File: config.mk
export PLATFORM = sky130hd
export DESIGN_NAME = sdp_ram_port_arbiter_flat
export DESIGN_NICKNAME = d
export VERILOG_FILES = /design/src/rtl/sdp_ram_port_arbiter_if.sv /design/src/rtl/sdp_ram_port_arbiter.sv /design/src/flat_wrapper.sv
export SDC_FILE = /design/constraint.sdc
export NUM_CORES = 1
export LEC_CHECK = 0
export BUFFER_PORTS_ARGS = -buffer_cell sky130_fd_sc_hd__buf_2
export CORE_AREA = 2 2 167 169
export DETAILED_ROUTE_END_ITERATION = 16
export DIE_AREA = 0 0 169 171
export GPL_TIMING_DRIVEN = 0
export PLACE_DENSITY_LB_ADDON = 0.25
export SLEW_MARGIN = 10
export SYNTH_ARGS = -nofsm -noshare
export SYNTH_HDL_FRONTEND = slang
export SYNTH_SLANG_ARGS = --single-unit
File: constraint.sdc
create_clock -name CLK -period 2.6 [get_ports CLK]
set_input_delay 0.26 -clock CLK [delete_from_list [all_inputs] [get_ports CLK]]
set_output_delay 0.26 -clock CLK [all_outputs]
set_load 0.05 [all_outputs]
File: src/rtl/sdp_ram_port_arbiter_if.sv
// +--------------------------------------------------------------------------+
// | Module      : sdp_ram_port_arbiter_if                                    |
// | Description : Requester-side bus of the two-port SDP RAM arbiter.        |
// | Revision    : 1.0 - initial release                                      |
// +--------------------------------------------------------------------------+
`default_nettype none

interface sdp_ram_port_arbiter_if #(
  parameter int ADDRS_WIDTH = 12
);
  // Write port, two requesters packed side by side
  logic [1:0]               wr_req;
  logic [2*ADDRS_WIDTH-1:0] wr_addrs;
  logic [127:0]             wr_data;
  logic [15:0]              wr_bwren;
  logic [1:0]               wr_gnt;

  // Read port; rd_data is shared, rd_valid tags the owner
  logic [1:0]               rd_req;
  logic [2*ADDRS_WIDTH-1:0] rd_addrs;
  logic [1:0]               rd_gnt;
  logic [1:0]               rd_valid;
  logic [63:0]              rd_data;

  modport master (
    output wr_req, wr_addrs, wr_data, wr_bwren,
    input  wr_gnt,
    output rd_req, rd_addrs,
    input  rd_gnt, rd_valid, rd_data
  );

  modport slave (
    input  wr_req, wr_addrs, wr_data, wr_bwren,
    output wr_gnt,
    input  rd_req, rd_addrs,
    output rd_gnt, rd_valid, rd_data
  );
endinterface

`default_nettype wire

File: src/rtl/sdp_ram_port_arbiter.sv
// +--------------------------------------------------------------------------+
// | Module      : sdp_ram_port_arbiter                                       |
// | Description : Round-robin sharing of one 64-bit SDP RAM by two clients.  |
// | Revision    : 1.0 - initial release                                      |
// +--------------------------------------------------------------------------+
`default_nettype none

module sdp_ram_port_arbiter #(
  parameter int ADDRS_WIDTH = 12
) (
  input  wire                          CLK,
  input  wire                          rstb,
  sdp_ram_port_arbiter_if.slave        req_if,
  output logic                         ram_wren,
  output logic [7:0]                   ram_bwren,
  output logic [ADDRS_WIDTH-1:0]       ram_wraddrs,
  output logic [63:0]                  ram_wrdata,
  output logic                         ram_rden,
  output logic [ADDRS_WIDTH-1:0]       ram_rdaddrs,
  input  wire  [63:0]                  ram_rddata
);

  // Pointer holds the requester that wins the next tie; it flips to the
  // other side after every grant, so held requests alternate 0,1,0,1...
  function automatic logic [1:0] rr_pick(input logic [1:0] req, input logic prio);
    logic [1:0] g;
    g = 2'b00;
    case (req)
      2'b01:   g = 2'b01;
      2'b10:   g = 2'b10;
      2'b11:   g = prio ? 2'b10 : 2'b01;
      default: g = 2'b00;
    endcase
    return g;
  endfunction

  logic [ADDRS_WIDTH-1:0] wr_addr [0:1];
  logic [ADDRS_WIDTH-1:0] rd_addr [0:1];
  logic [63:0]            wr_word [0:1];
  logic [7:0]             wr_be   [0:1];

  generate
    for (genvar r = 0; r < 2; r++) begin : g_unpack
      assign wr_addr[r] = req_if.wr_addrs[r*ADDRS_WIDTH +: ADDRS_WIDTH];
      assign rd_addr[r] = req_if.rd_addrs[r*ADDRS_WIDTH +: ADDRS_WIDTH];
      assign wr_word[r] = req_if.wr_data[r*64 +: 64];
      assign wr_be[r]   = req_if.wr_bwren[r*8 +: 8];
    end
  endgenerate

  logic                   wr_ptr_q, wr_ptr_d;
  logic                   rd_ptr_q, rd_ptr_d;
  logic                   ram_wren_q, ram_wren_d;
  logic [7:0]             ram_bwren_q, ram_bwren_d;
  logic [ADDRS_WIDTH-1:0] ram_wraddrs_q, ram_wraddrs_d;
  logic [63:0]            ram_wrdata_q, ram_wrdata_d;
  logic                   ram_rden_q, ram_rden_d;
  logic [ADDRS_WIDTH-1:0] ram_rdaddrs_q, ram_rdaddrs_d;
  logic [1:0]             rd_tag_q, rd_tag_d;
  logic [1:0]             rd_valid_q, rd_valid_d;

  logic [1:0]             wr_gnt;
  logic                   wr_sel;
  logic [1:0]             rd_cand;
  logic                   rd_sel;
  logic [ADDRS_WIDTH-1:0] rd_cand_addr;
  logic                   rd_hazard;
  logic [1:0]             rd_gnt;

  // The RAM is read-first, so a read that collides with the write being
  // granted now or the one still sitting on the RAM port must wait; the
  // whole read port stalls rather than letting the other requester pass.
  always_comb begin
    wr_gnt       = rstb ? 2'b00 : rr_pick(req_if.wr_req, wr_ptr_q);
    wr_sel       = wr_gnt[1];
    rd_cand      = rr_pick(req_if.rd_req, rd_ptr_q);
    rd_sel       = rd_cand[1];
    rd_cand_addr = rd_addr[rd_sel];
    rd_hazard    = ((|wr_gnt) && (rd_cand_addr == wr_addr[wr_sel])) ||
                   (ram_wren_q && (rd_cand_addr == ram_wraddrs_q));
    rd_gnt       = (rstb || rd_hazard) ? 2'b00 : rd_cand;
  end

  always_comb begin
    wr_ptr_d      = wr_ptr_q;
    rd_ptr_d      = rd_ptr_q;
    ram_wren_d    = |wr_gnt;
    ram_bwren_d   = ram_bwren_q;
    ram_wraddrs_d = ram_wraddrs_q;
    ram_wrdata_d  = ram_wrdata_q;
    ram_rden_d    = |rd_gnt;
    ram_rdaddrs_d = ram_rdaddrs_q;
    rd_tag_d      = rd_gnt;
    rd_valid_d    = rd_tag_q;

    if (|wr_gnt) begin
      wr_ptr_d      = ~wr_sel;
      ram_bwren_d   = wr_be[wr_sel];
      ram_wraddrs_d = wr_addr[wr_sel];
      ram_wrdata_d  = wr_word[wr_sel];
    end

    if (|rd_gnt) begin
      rd_ptr_d      = ~rd_sel;
      ram_rdaddrs_d = rd_cand_addr;
    end
  end

  always_ff @(posedge CLK) begin
    if (rstb) begin
      wr_ptr_q      <= 1'b0;
      rd_ptr_q      <= 1'b0;
      ram_wren_q    <= 1'b0;
      ram_bwren_q   <= 8'h00;
      ram_wraddrs_q <= '0;
      ram_wrdata_q  <= 64'h0;
      ram_rden_q    <= 1'b0;
      ram_rdaddrs_q <= '0;
      rd_tag_q      <= 2'b00;
      rd_valid_q    <= 2'b00;
    end else begin
      wr_ptr_q      <= wr_ptr_d;
      rd_ptr_q      <= rd_ptr_d;
      ram_wren_q    <= ram_wren_d;
      ram_bwren_q   <= ram_bwren_d;
      ram_wraddrs_q <= ram_wraddrs_d;
      ram_wrdata_q  <= ram_wrdata_d;
      ram_rden_q    <= ram_rden_d;
      ram_rdaddrs_q <= ram_rdaddrs_d;
      rd_tag_q      <= rd_tag_d;
      rd_valid_q    <= rd_valid_d;
    end
  end

  assign req_if.wr_gnt   = wr_gnt;
  assign req_if.rd_gnt   = rd_gnt;
  assign req_if.rd_valid = rd_valid_q;
  assign req_if.rd_data  = ram_rddata;

  assign ram_wren    = ram_wren_q;
  assign ram_bwren   = ram_bwren_q;
  assign ram_wraddrs = ram_wraddrs_q;
  assign ram_wrdata  = ram_wrdata_q;
  assign ram_rden    = ram_rden_q;
  assign ram_rdaddrs = ram_rdaddrs_q;

endmodule

`default_nettype wire

File: src/flat_wrapper.sv
// flat-port wrapper written by rule: the top's interface ports become plain ports
module sdp_ram_port_arbiter_flat 
#(
  parameter int ADDRS_WIDTH = 12
)
  (CLK, rstb, ram_wren, ram_bwren, ram_wraddrs, ram_wrdata, ram_rden, ram_rdaddrs, ram_rddata, req_if_wr_req, req_if_wr_addrs, req_if_wr_data, req_if_wr_bwren, req_if_wr_gnt, req_if_rd_req, req_if_rd_addrs, req_if_rd_gnt, req_if_rd_valid, req_if_rd_data);
  sdp_ram_port_arbiter_if #(.ADDRS_WIDTH(ADDRS_WIDTH)) req_if_i ();
  input  wire CLK;
  input  wire rstb;
  output logic ram_wren;
  output logic [7:0] ram_bwren;
  output logic [ADDRS_WIDTH-1:0] ram_wraddrs;
  output logic [63:0] ram_wrdata;
  output logic ram_rden;
  output logic [ADDRS_WIDTH-1:0] ram_rdaddrs;
  input  wire  [63:0] ram_rddata;
  input wire logic [$bits(req_if_i.wr_req)-1:0] req_if_wr_req;
  input wire logic [$bits(req_if_i.wr_addrs)-1:0] req_if_wr_addrs;
  input wire logic [$bits(req_if_i.wr_data)-1:0] req_if_wr_data;
  input wire logic [$bits(req_if_i.wr_bwren)-1:0] req_if_wr_bwren;
  output wire logic [$bits(req_if_i.wr_gnt)-1:0] req_if_wr_gnt;
  input wire logic [$bits(req_if_i.rd_req)-1:0] req_if_rd_req;
  input wire logic [$bits(req_if_i.rd_addrs)-1:0] req_if_rd_addrs;
  output wire logic [$bits(req_if_i.rd_gnt)-1:0] req_if_rd_gnt;
  output wire logic [$bits(req_if_i.rd_valid)-1:0] req_if_rd_valid;
  output wire logic [$bits(req_if_i.rd_data)-1:0] req_if_rd_data;
  assign req_if_i.wr_req = req_if_wr_req;
  assign req_if_i.wr_addrs = req_if_wr_addrs;
  assign req_if_i.wr_data = req_if_wr_data;
  assign req_if_i.wr_bwren = req_if_wr_bwren;
  assign req_if_wr_gnt = req_if_i.wr_gnt;
  assign req_if_i.rd_req = req_if_rd_req;
  assign req_if_i.rd_addrs = req_if_rd_addrs;
  assign req_if_rd_gnt = req_if_i.rd_gnt;
  assign req_if_rd_valid = req_if_i.rd_valid;
  assign req_if_rd_data = req_if_i.rd_data;
  sdp_ram_port_arbiter #(.ADDRS_WIDTH(ADDRS_WIDTH)) u_core (.CLK(CLK), .rstb(rstb), .req_if(req_if_i), .ram_wren(ram_wren), .ram_bwren(ram_bwren), .ram_wraddrs(ram_wraddrs), .ram_wrdata(ram_wrdata), .ram_rden(ram_rden), .ram_rdaddrs(ram_rdaddrs), .ram_rddata(ram_rddata));
endmodule
==> run_results.csv, run 1 <==
group,metric,value,unit
synth,synth_area_leaders,"dfxtp_1, a222oi_1, buf_4",
power,vdd_ir_drop_max,0.215,mV
global_routing,track_usage,16.5,%
critical_path,crit_type,"register to output port",
synth,synth_common_cells,"dfxtp_1, nor2_1, buf_4, nand2_1, a222oi_1",
synth,synth-main-ff-cell,"dfxtp_1",
synth,yosys.cell_count.top_type,"dfxtp_1",
sta,rsz0062_at_grt,"true",
cts,htreeDepth,3,
placed_design,dpl.cell_count,1329,
placed_design,globalplace.congestion,0.790,
placed_design,port_buffers,364,
critical_path,crit_arrival,2550,ps
cts,cts_tree,"built",
drt,wl_per_cell,18.4,um
sta,worst_slew_pin_slew,858,ps
status,status,"complete, but fails checks",
floorplanning,initial_core_util,19.5,%
cts,clock_path_buffers,2,
hold_path,worst_hold_path_type,"primary input to register",
flow_run,drv_cap,0,
global_routing,grt_pass1_vias,6168,
drt,vias,6255,
synth,synth_top_family_by_area,"compound AO/OA/AOI/OAI gates",
finish,drive_gt1_share,51.6,%
sta,finalCriticalPeriod,2810,ps
synth,synth-simple-area-share,18.5,%
drt,ant_nets,0,
critical_path,critPathLaunchType,"register",
cts,clkSinkCount,104,
sta,setup_viol,2,
drt,viasPerCell,4.59,
critical_path,critPathMaxFanout,8,
global_routing,grt_pass1_wl,36.3,mm
drt,route.detailed.drc,0,
sta,period_share,108,%
sta,fmax,356,MHz
synth,seq_area_frac_synth,39.0,%
global_routing,antenna_found_initial,8,
synth,synth-xor-area-share,0.820,%
synth,synth_mux_area_share,3.42,%
floorplanning,die-height,171,um
floorplanning,io_pins,430,
sta,slew_headroom,42.8,%
power,powerDensity,575,mW/mm^2
sta,fin_setup_tns,-406,ps
finish,fillerInstances,3015,
synth,synth_area,0.00534,mm^2
synth,synth_compound_area_share,24.4,%
synth,synth_fp_nets,881,
cts,hold_buffers,0,
synth,synth_edf_count,0,
sta,setup_slack,-209,ps
floorplanning,die_x,169,um
sta,slew_viol_final,0,
sta,clock_skew,10.5,ps
power,leakage,0.00399,uW
cts,cts.reportedPaths.clkPinSlew,90,ps
power,p_total,4770,uW
synth,synthCells,619,
synth,ys_seq_elements,104,
floorplanning,fp.dieArea,0.0289,mm^2
drt,drt-initial-drc-count,437,
critical_path,worst_setup_path_end_kind,"output port",
critical_path,crit_required,2340,ps
cts,root_buffer,"clkbuf_16",
synth,synth_area_leader_cell,"dfxtp_1",
synth,synth_top_area_share,39.0,%
floorplanning,core,0.0273,mm^2
synth,ys_warn_count,0,
synth,syn_area_per_cell,8.63,um^2
drt,drt_wl_total,25.0,mm
drt,drtPass1Iterations,5,
cts,clk_latency,350,ps
synth,synth_adder_area_share,0,%
finish,final_util,30.4,%
finish,fin_nets,1269,
synth,synthArstFlopShare,0,%
synth,ys_types,59,
status,violations,"setup timing",
global_routing,overflow,0,
finish,fin_cells,1362,
global_routing,grt_max_degree,19,
sta,final_hold_viol_count,0,
floorplanning,placementRows,61,
cts,cts_inserted_buffers,9,
placed_design,hpwl,19.7,mm
finish,syn_to_final_growth,55.5,%
==> cells by family after synthesis <==
group	count (synthesis)
simple gates	213
xor+xnor	5
mux	17
buf+inv	125
compound gates	155
flops	104
==> metal layers <==
metal  vias up  global-route usage (%)  share of wire [%]
met5         -                       0              0.044
met4         2                    4.01                1.1
met3        19                    3.89                6.7
met2       293                    30.1                 52
met1      2918                    19.4                 40
li1       3023                       -                  -
==> worst max-delay path, cell delays in order, from the launching register on <==
cell       delay (ps)
dfxtp_4           350
and2b_4           230
nor2_4            210
mux2i_4           340
o221ai_2          130
or4_4             580
nand2_4           120
a2111oi_4          60
buf_6             170
==> layout make-up <==
type                    count  area, um^2  area share [%]
clock inverters             6        52.6           0.633
well taps                 346         433            5.21
diodes                      5        12.5           0.151
plain buffers             111         699            8.42
inverters                  14        55.1           0.663
flip-flops and latches    104        2100            25.2
multi-input cells         390        2800            33.7
clock buffers               9         225            2.71
repair buffers            377        1930            23.3
==> sequential cells by signal (all words and copies together) (netlist names) <==
register,cells
u_core.wr_ptr_q,1
u_core.ram_wren,1
u_core.rd_ptr_q,1
u_core.ram_rden,1
u_core.ram_wrdata,64
u_core.req_if.rd_valid,2
u_core.rd_tag_q,2
u_core.ram_rdaddrs,12
u_core.ram_bwren,8
u_core.ram_wraddrs,12
==> final timing paths <==
| kind | startpoint | cells past startpoint | endpoint | slack (ps) |
|---|---|---|---|---|
| hold / removal | req_if_wr_data[38] | 3 | u_core.ram_wrdata[38]$_SDFFE_PP0P_ | 160 |
| setup reg to reg | u_core.rd_ptr_q$_SDFFE_PP0P_ | 12 | u_core.ram_rdaddrs[6]$_SDFFE_PP0P_ | 30 |
| hold reg to reg | u_core.rd_tag_q[0]$_SDFF_PP0_ | 1 | u_core.req_if.rd_valid[0]$_SDFF_PP0_ | 440 |
| setup / recovery | u_core.rd_ptr_q$_SDFFE_PP0P_ | 8 | req_if_rd_gnt[0] | -210 |
==> metrics by stage <==
stage | hold slack [ps] | area [um^2] | setup WS [ps]
2_1_floorplan | 414 | 5350 | -289
3_3_place_gp | 427 | 7610 | -498
3_5_place_dp | 422 | 7610 | -479
4_1_cts | 134 | 8210 | -170
5_1_grt | 135 | 8300 | -301
6_report | 155 | 8300 | -209
==> power breakdown <==
| group | internal, uW | switching (uW) | total (uW) |
|---|---|---|---|
| Sequential | 1710 | 70.5 | 1780 |
| Combinational | 530 | 1100 | 1630 |
| Clock | 663 | 702 | 1370 |
| Total | 2900 | 1870 | 4770 |
==> timing repair <==
item | in CTS | in global routing
pin swaps | 8 | 7
endpoints found under the setup margin | 29 | 6
buffers inserted | 7 | 5
gates resized for setup | 57 | 13
gates cloned | 1 | 0
==> placed cells by master (no fill, tap or decap), types with 6 or more instances in the layout <==
cell type / instances
buf_2: 364
dfxtp_1: 99
nor2_1: 89
buf_4: 79
nand2_1: 53
a222oi_1: 52
clkbuf_1: 36
a311oi_1: 26
and3_1: 11
inv_1: 10
nand3_1: 9
o21ai_0: 9
clkbuf_16: 9
o211ai_1: 8
a211oi_1: 8
a21oi_1: 8
nor2b_1: 8
mux2i_1: 8
a211o_1: 7
buf_6: 6
nand2b_1: 6
(Power assumes the default switching activity.)
==> inputs of run 2 (changes only) <==
- REMOVE_ABC_BUFFERS: default -> 1
==> run 2 against run 1 <==
Via count is 7.1% lower. Critical endpoint unchanged. The flow still finishes with violations (setup timing). Register-to-register slack got worse by 20 ps. Worst setup slack better by 36 ps. Sequential share of layout area is 1.5 points higher. Cell count decreased by 11%. Largest power group unchanged. Critical path depth did not move. Routed wire length grew 4.0%. First-iteration DRC count grew 9.4%. Largest cell class unchanged.
==> run_results.csv, run 2 (synthesis results as in run 1) <==
group,metric,value,unit
status,status,"complete, but fails checks",
status,violations,"setup timing",
drt,ant_nets,0,
floorplanning,core,0.0273,mm^2
placed_design,globalplace.congestion,0.747,
power,p_total,4580,uW
power,p_int,2900,uW
cts,cts_tree,"built",
placed_design,port_buffers,301,
cts,clock_path_buffers,2,
finish,layout_common_cells,"buf_2, dfxtp_1, nor2_1, nand2_1, a222oi_1",
sta,rsz0062_at_grt,"true",
global_routing,grt_pass1_wl,36.5,mm
critical_path,crit_required,2340,ps
finish,largest_reg_flops,64,
critical_path,crit_type,"register to output port",
cts,root_buffer,"clkbuf_16",
finish,final_util,28.6,%
global_routing,grt_max_degree,58,
power,powerDensity,586,mW/mm^2
hold_path,worst_hold_path_type,"primary input to register",
critical_path,worst_setup_path_end_kind,"output port",
drt,wl_per_cell,21.5,um
floorplanning,die_x,169,um
drt,drt_wl_total,26.0,mm
critical_path,crit_arrival,2510,ps
sta,slew_viol_final,0,
sta,final_hold_viol_count,0,
drt,viasPerCell,4.80,
critical_path,critPathLaunchType,"register",
power,switching_share,36.7,%
global_routing,track_usage,17.3,%
drt,drtPass1Iterations,9,
floorplanning,die-height,171,um
cts,htreeDepth,3,
cts,cts_inserted_buffers,9,
global_routing,antenna_found_initial,3,
flow_run,drv_cap,0,
global_routing,grt_pass1_vias,5427,
drt,route.detailed.drc,0,
placed_design,hpwl,18.9,mm
finish,mostFrequentLayoutCell,"buf_2",
cts,clkSinkCount,104,
sta,slew_headroom,67.1,%
drt,drt-initial-drc-count,478,
floorplanning,initial_core_util,19.5,%
power,leakage,0.00360,uW
global_routing,overflow,0,
sta,worst_slew_pin_slew,488,ps
power,combinationalPowerShare,30.0,%
sta,period_share,107,%
cts,hold_buffers,0,
cts,cts.reportedPaths.clkPinSlew,90,ps
power,vdd_ir_drop_max,0.262,mV
power,clkPwrFrac,31.2,%
critical_path,critPathMaxFanout,10,
floorplanning,fp.dieArea,0.0289,mm^2
sta,setup_viol,2,
sta,setup_slack,-173,ps
sta,finalCriticalPeriod,2770,ps
sta,fmax,361,MHz
floorplanning,io_pins,430,
cts,clk_latency,360,ps
sta,clock_skew,11.0,ps
finish,syn_to_final_growth,46.4,%
drt,vias,5812,
power,switchingPower,1680,uW
finish,fin_nets,1121,
floorplanning,placementRows,61,
finish,drive_gt1_share,48.1,%
power,p_seq_share,38.7,%
[run 2: path summary, 6_finish.rpt]
kind                                 startpoint                                    to  slack, ps  depth (start not counted)
hold reg to reg   u_core.rd_tag_q[0]$_SDFF_PP0_  u_core.req_if.rd_valid[0]$_SDFF_PP0_        440                          1
setup reg to reg   u_core.rd_ptr_q$_SDFFE_PP0P_   u_core.ram_rdaddrs[10]$_SDFFE_PP0P_         10                         10
setup / recovery   u_core.rd_ptr_q$_SDFFE_PP0P_                      req_if_rd_gnt[0]       -170                          8
hold / removal                req_if_wr_data[6]     u_core.ram_wrdata[6]$_SDFFE_PP0P_        150                          3
[run 2: cell type report]
class,count,area [um^2]
clock buffer,10,239
multi-input combinational,392,2870
tap,346,433
clock inverter,6,60.1
fill,2969,19500
timing repair inverter,1,8.76
inverter,14,86.3
sequential,104,2090
antenna,2,5.00
timing repair buffer,337,2030
[run 2: what timing repair did]
item,CTS,global route
setup buffers,17,10
pin swaps,12,14
gates resized for setup,63,33
setup endpoints to repair,103,6
cloned,4,2
[run 2: worst max-delay path, cell delays in order (launching register included)]
cell,delay [ps]
dfxtp_4,370
nand2b_4,210
and3_4,230
nor2_1,50
a221o_1,390
or4_4,570
nand2_4,100
a2111oi_4,50
buf_6,170
[run 2: per-stage QoR]
step	hold WS, ps	worst slack, ps	instances	area, um^2	TNS [ps]
after global placement	426	-8650	1155	6590	-573150
after detailed placement	420	-2350	1162	6780	-78550
after floorplan	329	-4180	508	4650	-87180
after CTS	134	-219	1199	7550	-416
after global routing	141	-277	1210	7810	-1020
final	155	-173	1212	7820	-324
[run 2: power groups by stage]
stage,clock [uW],sequential [uW],combinational (uW)
4_1_cts,1510,1780,1330
3_3_place_gp,0,1810,1190
2_1_floorplan,0,2180,379
6_report,1430,1770,1380
3_5_place_dp,0,1810,1220
5_1_grt,1570,1790,1470
[run 2: layer usage]
layer  GRT usage (%)  part of all wire (%)  wire [um]
met2            23.3                    41      10600
met4            3.57                   1.2        317
met3            11.6                    14       3710
met1            22.1                    43      11200
met5            6.96                  0.97        252
==> inputs of run 3 (changes only) <==
- CORE_AREA: 2 2 167 169 -> 2 2 168 170
- DIE_AREA: 0 0 169 171 -> 0 0 170 172
==> run 3 against run 2 <==
The flow still finishes with violations (setup timing). Flip-flop and latch count is the same. Sequential power is essentially flat. Critical endpoint unchanged. Clock power grew 6%. Cell count grew 0.33%. Largest cell class unchanged.
==> run_results.csv, run 3 (synthesis results as in run 1) <==
group,metric,value,unit
critical_path,path_cells,"and2b_4 > o21ai_4 > a21oi_1 > a221o_1 > or4_4 > nand2_4 > a2111oi_4 > buf_6",
global_routing,grt_pass1_wl,37.8,mm
finish,syn_to_final_growth,47.9,%
cts,clock_path_buffers,2,
drt,drtPass1Iterations,6,
placed_design,dpl_cell_area,0.00678,mm^2
placed_design,hpwl,19.6,mm
critical_path,cp_num_buf_inv,1,
floorplanning,die_x,170,um
hold_path,worst_hold_path_type,"primary input to register",
placed_design,globalplace.congestion,0.734,
floorplanning,placementRows,61,
critical_path,cpMaxStageDelayCell,"or4_4",
drt,drt_wl_total,27.3,mm
critical_path,crit_arrival,2530,ps
power,vdd_ir_drop_max,0.282,mV
cts,cts_inserted_buffers,9,
sta,rsz0062_at_grt,"true",
finish,fin_nets,1123,
finish,layout_common_cells,"buf_2, dfxtp_1, nor2_1, nand2_1, a222oi_1",
sta,slew_headroom,69.4,%
sta,fin_setup_tns,-364,ps
floorplanning,die-height,172,um
sta,finalCriticalPeriod,2790,ps
cts,root_buffer,"clkbuf_16",
critical_path,crit_required,2340,ps
drt,vias,5927,
floorplanning,initial_core_util,19.4,%
flow_run,drv_cap,0,
sta,clock_skew,12.3,ps
global_routing,antenna_found_initial,4,
global_routing,track_usage,17.9,%
sta,setup_slack,-194,ps
critical_path,critPathMaxFanout,6,
sta,period_share,107,%
sta,slew_viol_final,0,
cts,htreeDepth,3,
drt,ant_nets,0,
cts,clkSinkCount,104,
drt,wl_per_cell,22.4,um
global_routing,overflow,0,
critical_path,critPathTopFamily,"simple AND/OR/NAND/NOR gates",
drt,viasPerCell,4.87,
finish,drive_gt1_share,48.8,%
cts,cts.reportedPaths.clkPinSlew,90,ps
global_routing,grt_pass1_vias,5638,
status,violations,"setup timing",
placed_design,dp_slack,-2440,ps
sta,fmax,358,MHz
floorplanning,core,0.0275,mm^2
sta,setup_viol,2,
power,powerDensity,594,mW/mm^2
critical_path,crit_type,"register to output port",
finish,largest_reg_flops,64,
floorplanning,io_pins,430,
critical_path,critPathLaunchType,"register",
drt,drt-initial-drc-count,429,
sta,final_hold_viol_count,0,
placed_design,port_buffers,301,
status,status,"complete, but fails checks",
global_routing,grt_max_degree,55,
cts,cts_tree,"built",
critical_path,critPathMaxStageDelay,570,ps
cts,clk_latency,360,ps
floorplanning,fp.dieArea,0.0292,mm^2
power,leakage,0.00362,uW
finish,postLayoutCellArea,0.00790,mm^2
finish,mostFrequentLayoutCell,"buf_2",
critical_path,worst_setup_path_end_kind,"output port",
sta,worst_slew_pin_slew,455,ps
drt,route.detailed.drc,0,
==> run 3: repair_timing <==
item | 4_1_cts | 5_1_grt
endpoints found under the hold margin | 0 | 0
hold buffers | 0 | 0
endpoints found under the setup margin | 103 | 11
pin swaps | 14 | 15
gates cloned | 6 | 1
buffers inserted | 21 | 6
gates resized for setup | 76 | 22
==> run 3: metrics by stage <==
| step | hold slack (ps) | instances | util, % | total power [uW] |
|---|---|---|---|---|
| 2_1_floorplan | 329 | 508 | - | 2560 |
| 3_3_place_gp | 422 | 1155 | 24.0 | 3000 |
| 3_5_place_dp | 420 | 1162 | 24.7 | 3030 |
| 4_1_cts | 136 | 1205 | 28.1 | 4740 |
| 5_1_grt | 143 | 1213 | 28.7 | 4940 |
| 6_report | 158 | 1216 | 28.8 | 4690 |
==> run 3: worst register-to-register path: stages (launching register included) <==
cell and delay [ps]:
dfxtp_4 390, and2b_4 240, nor2_4 200, mux2i_4 280
buf_4 160, xor2_4 170, nor4_4 50, buf_4 150
a211oi_4 280, buf_8 190, mux2_1 330
==> run 3: cell type report <==
class	count	area [um^2]
timing repair buffer	338	2040
multi-input combinational	393	2910
inverter	14	78.8
tap	346	433
clock inverter	5	63.8
fill	2969	19600
sequential	104	2100
timing repair inverter	1	8.76
clock buffer	11	253
antenna	4	10.0
==> run 3: worst paths after layout <==
path / startpoint / to / slack [ps] / cells past startpoint
setup / recovery: u_core.rd_ptr_q$_SDFFE_PP0P_ / req_if_rd_gnt[0] / -190 / 8
hold / removal: req_if_wr_data[2] / u_core.ram_wrdata[2]$_SDFFE_PP0P_ / 160 / 3
setup reg to reg: u_core.rd_ptr_q$_SDFFE_PP0P_ / u_core.ram_rdaddrs[1]$_SDFFE_PP0P_ / 50 / 10
hold reg to reg: u_core.rd_tag_q[0]$_SDFF_PP0_ / u_core.req_if.rd_valid[0]$_SDFF_PP0_ / 440 / 1
==> run 3: routing by layer <==
metal	track usage (%)	vias to the layer above	part of all wire [%]
met5	6.61	-	0.80
met1	21.6	2774	41
li1	-	2738	-
met2	25.3	381	42
met3	12.1	28	15
met4	4.65	6	1.7
==> run 3: where the power goes <==
part           switching, uW  internal [uW]
Clock                    712            810
Combinational            896            496
Sequential              70.4           1710
Total                   1680           3010
